File: src/rtl/reg_file_bypass_pkg.sv
// reg_file_bypass_pkg: shared widths and constants for the register file slice
//   DATA_W_DEF - default register/data width
//   ADDR_W_DEF - default register address width
//   REG_ZERO   - index of the hard-wired zero register
package reg_file_bypass_pkg;
   localparam int DATA_W_DEF = 16;
   localparam int ADDR_W_DEF = 3;
   localparam int REG_ZERO   = 0;
endpackage

File: src/rtl/reg_file_read_port.sv
// reg_file_read_port: one combinational read port with write bypass and R0 masking
//   addr  - register address to read
//   bank  - current register contents
//   we    - write strobe
//   wdest - write destination
//   wdata - write data
//   data  - bypassed, R0-masked read data
module reg_file_read_port
   import reg_file_bypass_pkg::*;
#(
   parameter int DATA_W    = DATA_W_DEF,
   parameter int ADDR_W    = ADDR_W_DEF,
   parameter bit BYPASS_EN = 1'b1
) (
   input  logic [ADDR_W-1:0] addr,
   input  logic [DATA_W-1:0] bank [2**ADDR_W],
   input  logic              we,
   input  logic [ADDR_W-1:0] wdest,
   input  logic [DATA_W-1:0] wdata,
   output logic [DATA_W-1:0] data
);
   logic hit;
   // we is evaluated first so an X on wdest cannot leak through while idle
   assign hit  = BYPASS_EN && we && (wdest == addr);
   assign data = (addr == ADDR_W'(REG_ZERO)) ? '0 : hit ? wdata : bank[addr];
endmodule

File: src/rtl/reg_file_bypass.sv
// reg_file_bypass: register file with bypassed read ports, debug read and write counter
//   clk, rst           - clock, asynchronous active-low reset
//   reg_write_*        - write-back interface
//   reg_read_addr/data - two combinational ID-stage read ports
//   dbg_rd_*           - registered debug read port, one-cycle latency
//   wb_count(_clr)     - saturating count of accepted writes, synchronous clear
module reg_file_bypass
   import reg_file_bypass_pkg::*;
#(
   parameter int DATA_W    = DATA_W_DEF,
   parameter int ADDR_W    = ADDR_W_DEF,
   parameter bit BYPASS_EN = 1'b1,
   parameter int CNT_W     = 16
) (
   input  logic              clk,
   input  logic              rst,
   input  logic              reg_write_en,
   input  logic [ADDR_W-1:0] reg_write_dest,
   input  logic [DATA_W-1:0] reg_write_data,
   input  logic [ADDR_W-1:0] reg_read_addr_1,
   output logic [DATA_W-1:0] reg_read_data_1,
   input  logic [ADDR_W-1:0] reg_read_addr_2,
   output logic [DATA_W-1:0] reg_read_data_2,
   input  logic              dbg_rd_req,
   input  logic [ADDR_W-1:0] dbg_rd_addr,
   output logic              dbg_rd_valid,
   output logic [DATA_W-1:0] dbg_rd_data,
   output logic [CNT_W-1:0]  wb_count,
   input  logic              wb_count_clr
);
   localparam int NREG = 2**ADDR_W;
   localparam logic [CNT_W-1:0] CNT_MAX = '1;
   logic [DATA_W-1:0] bank [NREG];
   logic [DATA_W-1:0] dbg_sample;
   logic              wr_acc;
   assign wr_acc = reg_write_en && (reg_write_dest != ADDR_W'(REG_ZERO));
   // Flop array with async reset; R0 is never written so it stays zero
   always_ff @(posedge clk or negedge rst)
      if (!rst)
         for (int i = 0; i < NREG; i++) bank[i] <= '0;
      else if (wr_acc)
         bank[reg_write_dest] <= reg_write_data;
   reg_file_read_port #(.DATA_W(DATA_W), .ADDR_W(ADDR_W), .BYPASS_EN(BYPASS_EN)) u_rd1 (
      .addr(reg_read_addr_1), .bank(bank), .we(reg_write_en),
      .wdest(reg_write_dest), .wdata(reg_write_data), .data(reg_read_data_1));
   reg_file_read_port #(.DATA_W(DATA_W), .ADDR_W(ADDR_W), .BYPASS_EN(BYPASS_EN)) u_rd2 (
      .addr(reg_read_addr_2), .bank(bank), .we(reg_write_en),
      .wdest(reg_write_dest), .wdata(reg_write_data), .data(reg_read_data_2));
   // Debug sampler shares the bypass rule so it sees the same-cycle write
   reg_file_read_port #(.DATA_W(DATA_W), .ADDR_W(ADDR_W), .BYPASS_EN(BYPASS_EN)) u_dbg (
      .addr(dbg_rd_addr), .bank(bank), .we(reg_write_en),
      .wdest(reg_write_dest), .wdata(reg_write_data), .data(dbg_sample));
   always_ff @(posedge clk or negedge rst)
      if (!rst) begin
         dbg_rd_valid <= 1'b0;
         dbg_rd_data  <= '0;
      end else begin
         dbg_rd_valid <= dbg_rd_req;
         if (dbg_rd_req) dbg_rd_data <= dbg_sample;
      end
   // Clear wins over a same-cycle write
   always_ff @(posedge clk or negedge rst)
      if (!rst)
         wb_count <= '0;
      else if (wb_count_clr)
         wb_count <= '0;
      else if (wr_acc && wb_count != CNT_MAX)
         wb_count <= wb_count + CNT_W'(1);
endmodule
File: config.mk
export PLATFORM = sky130hd
export DESIGN_NAME = reg_file_bypass
export DESIGN_NICKNAME = d
export VERILOG_FILES = /design/src/rtl/reg_file_bypass_pkg.sv /design/src/rtl/reg_file_read_port.sv /design/src/rtl/reg_file_bypass.sv
export SDC_FILE = /design/constraint.sdc
export NUM_CORES = 1
export LEC_CHECK = 0
export BUFFER_PORTS_ARGS = -buffer_cell sky130_fd_sc_hd__buf_4
export CORE_UTILIZATION = 38
export CTS_CLUSTER_DIAMETER = 120
export DETAILED_ROUTE_END_ITERATION = 7
export SYNTH_ARGS = -nofsm -noshare
export SYNTH_HDL_FRONTEND = slang
export SYNTH_HIERARCHICAL = 1
export SYNTH_SLANG_ARGS = --single-unit
File: constraint.sdc
create_clock -name clk -period 2.6 [get_ports clk]
set_clock_uncertainty 0.2 [all_clocks]
set_input_delay 0.26 -clock clk [delete_from_list [all_inputs] [get_ports clk]]
set_output_delay 0.26 -clock clk [all_outputs]
set_load 0.05 [all_outputs]
# Word level (Yosys, flattened, before mapping)
# Index checks and enable logic that the tools add are counted.
# totals
elab_cells	56
input_bits	33
register_bits	161
out_inout_bits	65
# op_classes
n_eq_ne	4
add_sub_neg	1
bitwise	4
n_reduce_logical	11
n_lt_le_gt_ge	5
n_mux	20
# ops
operator	n
$mux W16	15
$bmux W16 S3	3
$bwmux W128	1
$demux W16 S3	1
$add A16 B1 Y16 const B	1
$ge A4 B4 Y1 const B	4
$ne A16 B16 Y1 const B	1
$not A3 Y4	4
$eq A3 B3 Y1	3
$logic_not A3 Y1	3
$logic_and A1 B1 Y1	6
$lt A4 B1 Y1 const B	1
$reduce_bool A3 Y1	1
$reduce_bool A2 Y1	1

# Logic depth before layout (Yosys ltp)
# logic_depth
word_depth	6
ltp_mapped	8
mapped_depth_nobuf	5

# Hierarchy
# Netlist, hierarchy kept.
# by_module_without_submodules
mod	seq_area_each_um2	area_each_um2	instances	cells_per_inst
reg_file_bypass	4028.9	6177.2	1	411
reg_file_read_port	0.0	1251.2	3	135

# Worst setup path before layout
# OpenSTA, ideal clock, no wires.
# synth_path
kind	input -> output
startpoint	input reg_read_addr_1[0]
endpoint	output reg_read_data_1[5]
stages	7
required_ns	2.140
slack_ns	-0.072
path_buffers	3
arrival_ns	2.212
path_cell_list	buf_4 or2_1 buf_2 buf_2 o22ai_1 a211oi_2 nor3_1
# synth_via
elab_chain_cells	6
elab_cells_between_ends	9
classes_between	1 x eq/ne; 5 x mux; 1 x bitwise; 2 x reduce/logical
# synth_lines
item	line_no	rtl
start: declaration	reg_file_bypass.sv:20	input logic [ADDR_W-1:0] reg_read_addr_1,
$not A3 Y4 (not written as such)	reg_file_read_port.sv:25	assign data = (addr == ADDR_W'(REG_ZERO)) ? '0 : hit ? wdata : bank[addr];
$bmux W16 S3	reg_file_read_port.sv:25	
$mux W16 (not written as such) (2 in a row)	reg_file_read_port.sv:25	
$mux W16	reg_file_read_port.sv:25	
$mux W16 *	reg_file_read_port.sv:25	
end: declaration	reg_file_bypass.sv:21	output logic [DATA_W-1:0] reg_read_data_1,
# Every way passes the cells marked *; elsewhere a longest branch is shown, timed or not. The select of a mux whose other input is x is not followed.

# Final worst setup path
# layout_path
startpoint	register bank[67] (netlist name)
endpoint	output reg_read_data_2[3]
# layout_via
elab_chain_cells	5
# layout_lines
item	line_no	rtl
start: declaration	reg_file_bypass.sv:33	logic [DATA_W-1:0] bank [NREG];
start signal: indexed assignment	reg_file_bypass.sv:42	bank[reg_write_dest] <= reg_write_data;
$bmux W16 S3	reg_file_read_port.sv:25	
$mux W16 (not written as such) (2 in a row)	reg_file_read_port.sv:25	
$mux W16 (2 in a row)	reg_file_read_port.sv:25	
end: declaration	reg_file_bypass.sv:23	output logic [DATA_W-1:0] reg_read_data_2,
# No other way between the ends. The select of a mux whose other input is x is not followed.

==> flow_summary.toml <==
[flow_run]
maxCapViolCount = 0

[sta]
tightest_slew_ns = 0.812
totalNegativeSetupSlack_ns = 0
holdWs_ns = 0.139
fin_crit_ns = 2.55
rsz0062_at_grt = "false"
max_slew_margin_pct = 45.6
final-max-slew-violation-count = 0
setup_viol = 0
fmax_ghz = 0.392
fin_crit_sh_pct = 98.2
hold_viol = 0

[route]
ant_nets = 0
wl_per_cell_um = 24.0
finalWirelength_um = 30300
met2_length_um = 14300
drc = 0
via_per_inst = 6.05
drt_iter0_drc = 593
route.top_layer_used = "met4"
met3_length_um = 1990
dr.pass1.iters = 5
vias = 7630
drt-met1-wl_um = 13300

[cts]
cts_tree = "done"
cts_buffers = 17
cts.sinks = 161
post-cts-setup-buffers = 0
cts.clk_slew.worst_paths_ns = 0.07
clock_latency_ns = 0.44
cts_buffer_depth = 2
h-tree-depth = 4
clk_root_buffer_cell = "clkbuf_16"

[critical_path]
cp_max_fo = 4
cp-end-kind = "primary output"
ff2ff_setup_slack_ns = 0.36
rr_worst_depth = 5
startpoint_type = "flip-flop"
path_buf_inv = 1
r2r-end = "wb_count[10]"
required_ns = 2.14
critPathMaxStageDelay_ns = 0.52
crit_chain = "mux4_1, a211oi_1, nor3_2, buf_4"
r2r-start = "wb_count[0]"
cp_top_family = "multiplexers"
arrival_ns = 2.09
slowest_stage = "mux4_1"
crit_type = "reg -> out"

[power]
switching_share_pct = 34.8
clock_power_share_pct = 29.0
switchingPower_w = 0.00309
p_leak_nw = 5.15
total_power_w = 0.00888
ir_worst_vdd_mv = 0.358
pwr-share-comb_pct = 33.0
internal_power_w = 0.00578
power_density_nw_per_um2 = 735
seq_power_share_pct = 38.0

[synthesis]
synth_top_family_by_area = "multiplexers"
synth_cells = 816
yosys_warnings = 6
syn-num-nets = 850
synthSimpleGateAreaFrac_pct = 8.39
syn_area_um2 = 9930
avgSynthCellArea_um2 = 12.2
synth_fa_ha_area_share_pct = 0.126
synth_xor_xnor_area_share_pct = 0.794
synth_mux_area_share_pct = 36.5
seq_area_frac_synth_pct = 40.6
synth_seq_cells = 161
synth_compound_area_share_pct = 8.57
yosysUniqueCellTypes = 43

[die]
dieHeight_um = 164
core_area_um2 = 25400
io_pins = 98
initial_core_util_pct = 39.1
die_w_um = 164
die-area_um2 = 26800
rows = 58

[final_layout]
layout-drive-gt1-share_pct = 40.5
nNetsFinal = 954
nFillCells = 2303
syn2layout_area_growth_pct = 21.6
n_antenna_cell = 0

[placed_design]
dp_hpwl_um = 20400
port_buffers = 97
place_congestion = 0.859

[global_routing]
grt_pass1_wl_um = 46600
overflow = 0
grt_usage_pct = 23.4
grt_start_max_net_pins = 61
antenna_found_initial = 0
grt_pass1_vias = 7567

[outcome]
status = "finished clean"

[min_path]
hold_class = "in -> async"
logic make-up (layout without fill, tap and decap cells):
kind of cell / count (synthesis) / in the layout
compound gates: 126 / 126
fa+ha+maj: 1 / 1
flops: 161 / 161
simple gates: 156 / 156
mux: 274 / 274
xor+xnor: 9 / 9
buf+inv: 89 / 205
what timing repair did:
item | in CTS | in global routing
setup endpoints to repair | 0 | 2
hold endpoints to repair | 171 | 0
hold buffers | 19 | 0
resized for setup | 0 | 2
flip-flops by register name, indices dropped and copies added, names as in the netlist:
name and count:
bank 128, wb_count 16, dbg_rd_data 16, dbg_rd_valid 1
worst reg2reg max path: stages, from the launching register on:
cell and delay, ns:
dfrtp_1 0.43, ha_1 0.23, nand4_2 0.19, or3_1 0.53, or4_1 0.44, a21oi_1 0.14
Yosys cell counts:
library cell	n	area share (%)
nand2b_2	3	0.26
clkbuf_1	30	1.1
mux2_2	130	15
nor4bb_1	2	0.20
nand3_1	4	0.20
a211oi_2	3	0.38
xnor2_1	9	0.79
nor3_1	47	2.4
nor4_1	1	0.063
nand4b_1	3	0.26
inv_1	2	0.076
mux4_1	21	5.6
a211oi_1	42	3.2
dfrtp_1	161	41
nor4_2	1	0.13
nor4b_1	1	0.088
or2_1	3	0.19
buf_2	34	1.7
o31a_1	1	0.088
o41ai_1	1	0.088
or3_1	6	0.38
nor3_2	1	0.10
nor3b_1	1	0.076
mux2i_1	93	9.4
and3_1	1	0.063
buf_6	3	0.34
o21ai_0	6	0.30
buf_1	2	0.076
nand4_2	1	0.13
buf_4	15	1.1
nor2_1	51	1.9
nor2b_1	3	0.19
o31ai_1	9	0.68
or4_1	7	0.53
buf_12	3	0.60
mux4_2	30	6.8
nand4_1	9	0.57
a21oi_1	15	0.76
nand2_1	6	0.23
ha_1	1	0.13
o22ai_1	48	3.0
o21bai_1	1	0.076
and4_1	5	0.44
per-stage QoR:
step,util (%),setup WS [ns],instances,area (um^2)
finish,47.5,0.0468,1262,12100
global route,47.5,0.00725,1262,12100
CTS,47.5,0.0508,1262,12100
detailed placement,44.4,0.182,1212,11300
global placement,44.4,0.169,1212,11300
floorplan,-,0.112,816,10000
layout by cell type, fill, tap and decap left out, types with 7 or more instances in the layout:
cell type      instances
dfrtp_1              161
buf_4                140
mux2_2               130
mux2i_1               93
nor2_1                51
o22ai_1               48
a211oi_1              40
mux4_2                30
nor3_1                27
nor3_2                21
mux4_1                21
dlygate4sd3_1         19
clkbuf_16             17
a21oi_1               15
buf_12                12
nand4_1                9
o31ai_1                9
xnor2_1                9
or4_1                  7
worst max path at each step:
stage	startpoint	endpoint	slack [ns]	cells after the start
2_1_floorplan	reg_read_addr_1[0]	reg_read_data_1[0]	0.11	6
3_3_place_gp	reg_read_addr_1[1]	reg_read_data_1[7]	0.17	6
3_5_place_dp	reg_read_addr_1[1]	reg_read_data_1[7]	0.18	6
4_1_cts	bank[66]	reg_read_data_2[2]	0.05	4
5_1_grt	bank[65]	reg_read_data_2[1]	0.007	4
6_report	bank[67]	reg_read_data_2[3]	0.05	4
per-layer routing:
metal / up-vias / global-route usage [%]
li1: 3389 / -
met1: 3869 / 32.5
met3: 62 / 4.19
met5: - / 0
met2: 310 / 36.7
met4: 0 / 8.21
power groups by stage:
stage          combinational, W  clock [W]  sequential, W
2_1_floorplan           0.00183          0        0.00352
3_3_place_gp            0.00286          0        0.00339
3_5_place_dp            0.00289          0        0.00341
4_1_cts                 0.00292    0.00262        0.00337
5_1_grt                 0.00308    0.00271        0.00345
6_report                0.00293    0.00258        0.00338
area by class of cell:
cell class                 count  area [um^2]  share of cell area, %
clock inverter                11          125                   1.04
tap                          330          413                   3.42
clock buffer                  20          467                   3.87
sequential                   161         4030                   33.4
timing repair buffer         172         1490                   12.4
inverter                       2         7.51                 0.0622
multi-input combinational    566         5540                   45.9
Note: power is estimated with default switching activity, not from simulation.
